## config.mk

```make
export PLATFORM = sky130hd
export DESIGN_NAME = const_mult_seq
export DESIGN_NICKNAME = d
export VERILOG_FILES = /design/src/rtl/const_mult_seq_pkg.sv /design/src/rtl/const_mult_seq_lsb_sel.sv /design/src/rtl/const_mult_seq.sv
export SDC_FILE = /design/constraint.sdc
export NUM_CORES = 1
export LEC_CHECK = 0
export CAP_MARGIN = 20
export CORE_ASPECT_RATIO = 1.5
export CORE_MARGIN = 2
export CORE_UTILIZATION = 32
export CTS_BUF_LIST = sky130_fd_sc_hd__clkbuf_8
export CTS_CLUSTER_SIZE = 10
export DETAILED_ROUTE_END_ITERATION = 16
export PLACE_DENSITY_LB_ADDON = 0.15
export SKIP_LAST_GASP = 1
export SLEW_MARGIN = 20
export SYNTH_ARGS = -nofsm -noshare
export SYNTH_HDL_FRONTEND = slang
export SYNTH_HIERARCHICAL = 1
export SYNTH_SLANG_ARGS = --single-unit
```

## constraint.sdc

```tcl
create_clock -name clk -period 7.9 [get_ports clk]
set_input_delay 1.975 -clock clk [delete_from_list [all_inputs] [get_ports clk]]
set_output_delay 1.975 -clock clk [all_outputs]
set_load 0.01 [all_outputs]
```

## src/rtl/const_mult_seq_pkg.sv

```systemverilog
`default_nettype none
// +----------------------------------------------------------------------+
// | const_mult_pkg                                                       |
// | Shared types and elaboration-time helpers for const_mult_seq.        |
// | Rev 1.0 - initial release                                            |
// +----------------------------------------------------------------------+
package const_mult_pkg;

   typedef enum logic [1:0] {
      IDLE  = 2'd0,
      ACCUM = 2'd1,
      DONE  = 2'd2
   } state_t;

   // K is below 2**31, so 31 mask bits always cover it.
   localparam int c_K_W = 31;

   function automatic int popcount(input int v);
      int n;
      n = 0;
      for (int i = 0; i < 32; i++) begin
         if (v[i]) n++;
      end
      return n;
   endfunction

   function automatic int y_width(input int w, input int k);
      longint lim;
      int     b;
      lim = longint'(k) + 64'sd1;
      b   = 0;
      while ((64'sd1 <<< b) < lim) b++;
      if (b < 1) b = 1;
      return w + b;
   endfunction

endpackage
`default_nettype wire

```

## src/rtl/const_mult_seq_lsb_sel.sv

```systemverilog
`default_nettype none
// +----------------------------------------------------------------------+
// | const_mult_lsb_sel                                                   |
// | Lowest-set-bit priority encoder with a last-set-bit flag.            |
// | Rev 1.0 - initial release                                            |
// +----------------------------------------------------------------------+
module const_mult_lsb_sel #(
   parameter int N     = 31,
   parameter int IDX_W = $clog2(N)
) (
   input  logic [N-1:0]     mask,
   output logic [IDX_W-1:0] idx,
   output logic             last
);

   logic [N-1:0] w_rest;

   always_comb begin
      idx = '0;
      for (int i = N - 1; i >= 0; i--) begin
         if (mask[i]) idx = i[IDX_W-1:0];
      end
   end

   // Clearing the lowest set bit leaves nothing when it was the only one.
   assign w_rest = mask & (mask - {{(N-1){1'b0}}, 1'b1});
   assign last   = (mask != '0) && (w_rest == '0);

endmodule
`default_nettype wire

```

## src/rtl/const_mult_seq.sv

```systemverilog
`default_nettype none
// +----------------------------------------------------------------------+
// | const_mult_seq                                                       |
// | Handshaked shift-add multiplier by constant K; optional self-check   |
// | enabled by defining CONST_MULT_SEQ_CHECK_EN.                         |
// | Rev 1.0 - initial release                                            |
// +----------------------------------------------------------------------+
module const_mult_seq
   import const_mult_pkg::*;
#(
   parameter int W = 32,
   parameter int K = 21
) (
   input  logic                         clk,
   input  logic                         rst_n,
   input  logic                         in_vld,
   output logic                         in_rdy,
   input  logic [W-1:0]                 in_a,
   output logic                         out_vld,
   input  logic                         out_rdy,
   output logic [y_width(W, K)-1:0]     out_y,
   output logic                         busy
`ifdef CONST_MULT_SEQ_CHECK_EN
   ,
   output logic                         fail
`endif
);

   localparam int Y_W     = y_width(W, K);
   localparam int c_idx_w = $clog2(c_K_W);
   localparam logic [c_K_W-1:0] c_k_mask = c_K_W'(K);

   state_t             r_state;
   logic [Y_W-1:0]     r_a;
   logic [Y_W-1:0]     r_acc;
   logic [c_K_W-1:0]   r_mask;
   logic               r_out_vld;
   logic [c_idx_w-1:0] w_idx;
   logic               w_last;
   logic [Y_W-1:0]     w_addend;

   const_mult_lsb_sel #(
      .N     (c_K_W),
      .IDX_W (c_idx_w)
   ) u_lsb_sel (
      .mask (r_mask),
      .idx  (w_idx),
      .last (w_last)
   );

   // r_a is already Y_W wide, so the shift cannot lose high bits.
   assign w_addend = r_a << w_idx;

   always_ff @(posedge clk or negedge rst_n) begin
      if (!rst_n) begin
         r_state   <= IDLE;
         r_a       <= '0;
         r_acc     <= '0;
         r_mask    <= '0;
         r_out_vld <= 1'b0;
      end else begin
         case (r_state)
            IDLE: begin
               if (in_vld) begin
                  r_a    <= Y_W'(in_a);
                  r_acc  <= '0;
                  r_mask <= c_k_mask;
                  if (K != 0) begin
                     r_state <= ACCUM;
                  end else begin
                     r_state   <= DONE;
                     r_out_vld <= 1'b1;
                  end
               end
            end
            ACCUM: begin
               r_acc  <= r_acc + w_addend;
               r_mask <= r_mask & ~(c_K_W'(1) << w_idx);
               if (w_last) begin
                  r_state   <= DONE;
                  r_out_vld <= 1'b1;
               end
            end
            DONE: begin
               if (out_rdy) begin
                  r_state   <= IDLE;
                  r_out_vld <= 1'b0;
               end
            end
            default: begin
               r_state   <= IDLE;
               r_out_vld <= 1'b0;
            end
         endcase
      end
   end

   assign in_rdy  = (r_state == IDLE);
   assign busy    = (r_state != IDLE);
   assign out_vld = r_out_vld;
   assign out_y   = r_acc;

`ifdef CONST_MULT_SEQ_CHECK_EN
   logic [Y_W-1:0] w_ref;
   logic           r_fail;
   logic           w_hs;

   assign w_ref = r_a * Y_W'(K);
   assign w_hs  = (r_state == DONE) && out_rdy;

   always_ff @(posedge clk or negedge rst_n) begin
      if (!rst_n) begin
         r_fail <= 1'b0;
      end else if (w_hs && (r_acc != w_ref)) begin
         r_fail <= 1'b1;
      end
   end

   always @(posedge clk) begin
      if (rst_n && w_hs) begin
         assert (r_acc == w_ref)
            else $error("const_mult_seq: shift-add result disagrees with reference product");
      end
   end

   assign fail = r_fail;
`endif

endmodule
`default_nettype wire

```

==> results_dict.tcl <==
set metrics [dict create \
    status "completed" \
    regToRegEndpoint "out_y[29]" \
    netlist_instances 1010 \
    grt.total_usage_pct 19.6 \
    startpoint "r_mask[28]" \
    clockBufferDepth 2 \
    cts-root-buf "clkbuf_8" \
    synth_seq_cells 103 \
    grt.overflow.total 0 \
    syn_area_per_cell_um2 7.90 \
    route.detailed.drc 0 \
    critPathKind "reg2reg" \
    relSlewSlack_pct 31.8 \
    async_reset_ff_share_pct 100 \
    regArea_um2 2580 \
    finalClockSkew_ns 0.0160 \
    clock_sinks 103 \
    grt_antenna_before_repair 0 \
    p_int_uw 2150 \
    reg2reg_setup_slack_ns 1.87 \
    grt_max_degree 98 \
    crit_fanout 41 \
    hold_start "out_vld" \
    clk_pin_slew_worst_paths_ns 0.11 \
    ctsHoldBuffers 0 \
    avgViaCountPerCell 5.41 \
    ys_types 73 \
    drv_slew 0 \
    cts_tree "built" \
    fin_crit_sh_pct 76.3 \
    rr_startpoint "r_mask[28]" \
    dpl.hpwl_um 18800 \
    start_kind "flip-flop" \
    postCtsSetupRepairBufs 0 \
    ir_drop_v 0.000296 \
    clkPwrFrac_pct 7.5 \
    drive_above_1_share_pct 6.45 \
    ys_seq_area_share_pct 32.3 \
    initial_core_util_pct 32.7 \
    period_minus_slack_ns 6.03 \
    fill_cells 2563 \
    ys.flop_type "dfrtp_1" \
    placed_cells 1362 \
    drt_wl_total_um 25000 \
    required_ns 8.17 \
    max-cap-violations 0 \
    antennaDiodeCount 0 \
    fmax_mhz 166 \
    first_global_vias 7468 \
    place.gp.congestion 0.914 \
    drtAntennaViolNets 0 \
    mostFrequentLayoutCells "225 x nand2_1, 103 x dfrtp_1, 98 x a21oi_1, 80 x nor2_1, 74 x clkdlybuf4s50_1" \
    grt_pass1_wl_um 40900 \
    rsz0062_at_grt "false" \
    final_core_util_pct 37.9 \
    whs_ns 0.530 \
    dieArea_um2 26300 \
    wl_per_cell_um 18.2 \
    worst_pin_slew_ns 1.02 \
    synth_edf_count 0 \
    drt-pass1-iter-count 6 \
    multi_input_area_um2 5200 \
    setup_violations 0 \
    p_sw_uw 2350 \
    numCtsBuffers 9 \
    syn_area_um2 7980 \
    drt_iter0_drc 500 \
    syn2layout_area_growth_pct 16.1 \
    clkLatencyLatePin_ns 0.40 \
    fin_tns_setup_ns 0 \
    endpoint "out_y[29]" \
    end_kind "flip-flop" \
    hp-class "reg2reg" \
    hold_viol 0 \
    h-tree-depth 3 \
    die_w_um 133 \
    leakagePower_uw 0.00401 \
    p_sw_share_pct 52.3 \
    portBuffers 75 \
    cp.arrival_ns 6.29 \
    fp.dieH_um 197 \
    nets 1122 \
    core_region_area_um2 24400 \
    yosys_warnings 6 \
    combPwrFrac_pct 72.0 \
    io_pins 76 \
    r2r_cells 23 \
    synth_nets 1083 \
    powerDensity_nw_per_um2 486 \
    ctsResizeCount 0 \
    final_common_cell "nand2_1" \
    seq_power_share_pct 20.5 \
    vias 7458 \
    layoutNonFillerInstCount 1378 \
    rows 70 \
]
-- flip-flops by register name, indices dropped and copies added (netlist names) --
name	count
out_vld	1
out_y	37
r_a	32
r_mask	31
r_state	2
-- metal layers --
metal | routed length (um) | global-route usage, %
met5 | 0 | 0
met4 | 519 | 6.01
met3 | 508 | 2.05
met2 | 13400 | 36.9
met1 | 10600 | 23.3
-- cells by family (layout without fill, tap and decap cells) --
kind of cell	after synthesis	count (layout)	share of synthesized area, %
AOI/OAI and AO/OA	285	285	22.0
xor gates and xnor gates	33	33	3.62
adders and majority gates	38	38	6.02
buffers and inverters	76	120	3.65
DFF	103	103	32.3
muxes	49	49	8.29
and+or+nand+nor	426	426	24.1
-- cell usage after synthesis, types with 3 or more instances --
cell type,count,area (um^2)
a21oi_1,98,490
mux4_2,13,293
nand2_1,226,848
o2111ai_1,3,26.3
ha_1,36,450
a31oi_1,6,37.5
clkbuf_1,42,158
buf_2,5,25.0
nor4_1,3,18.8
a211oi_1,11,82.6
o21ai_0,44,220
o31ai_1,9,67.6
or4_1,3,22.5
xnor2_1,14,123
o21bai_1,5,37.5
mux2_2,4,45.0
nor2_1,80,300
o41ai_1,3,26.3
and2_1,4,25.0
o32ai_1,4,35.0
a41oi_1,3,26.3
inv_1,18,67.6
buf_1,9,33.8
xor2_1,19,166
nand2b_1,4,25.0
nand4_1,9,56.3
or3_1,4,25.0
mux2i_1,29,290
mux2_1,3,33.8
nor3_1,20,100
or2_2,3,18.8
nand3_1,43,215
o21a_1,9,67.6
nor2b_1,9,56.3
o22ai_1,8,50.1
o211ai_1,6,45.0
a221o_1,3,30.0
and3_1,5,31.3
dfrtp_1,103,2580
a21o_1,14,105
o21ai_1,38,190
nor4_4,4,85.1
-- cell type report --
type	instances	area share, %
repair buffers	84	8.80
well taps	324	4.37
multi-input cells	831	56.1
inverters	20	0.810
flip-flops and latches	103	27.8
clock inverters	6	0.567
clock buffers	10	1.49
-- power groups by stage --
stage	registers, uW	logic, uW	clock network (uW)
6_report	924	3240	337
3_5_place_dp	942	3220	0
5_1_grt	956	3610	370
4_1_cts	932	3240	351
2_1_floorplan	895	2300	0
3_3_place_gp	943	3230	0
-- worst min-delay path by stage --
stage,to,slack [ns],depth (start not counted)
2_1_floorplan,r_a[29],0.46,2
3_3_place_gp,r_a[21],0.51,2
3_5_place_dp,out_vld,0.51,2
4_1_cts,out_vld,0.53,2
5_1_grt,out_y[36],0.57,1
6_report,out_vld,0.53,2
-- metrics by stage --
| stage | worst slack (ns) | instance area [um^2] | power (uW) |
|---|---|---|---|
| after floorplan | 2.60 | 7980 | 3190 |
| after global placement | 2.02 | 9070 | 4180 |
| after detailed placement | 2.05 | 9070 | 4160 |
| after CTS | 2.02 | 9260 | 4520 |
| after global routing | 1.43 | 9270 | 4930 |
| final | 1.87 | 9270 | 4500 |
-- critical path: stages (launching register included) --
cell       delay [ns]
dfrtp_1          0.45
nor2_1           0.33
a211o_1          0.19
a211oi_1         0.08
o31ai_1          0.24
and3_1           0.19
o21ai_0          0.16
a31oi_4          0.25
buf_4            0.41
nor2_1           0.10
a31oi_1          0.50
nor2_1           0.08
a21oi_1          0.36
nor2_1           0.14
ha_1             0.37
a21o_1           0.18
a21o_1           0.16
a221o_1          0.29
a21oi_1          0.27
o21ai_1          0.24
a2111oi_1        0.53
o41ai_1          0.14
xnor2_1          0.15
o21ai_1          0.07
(Power assumes the default switching activity.)
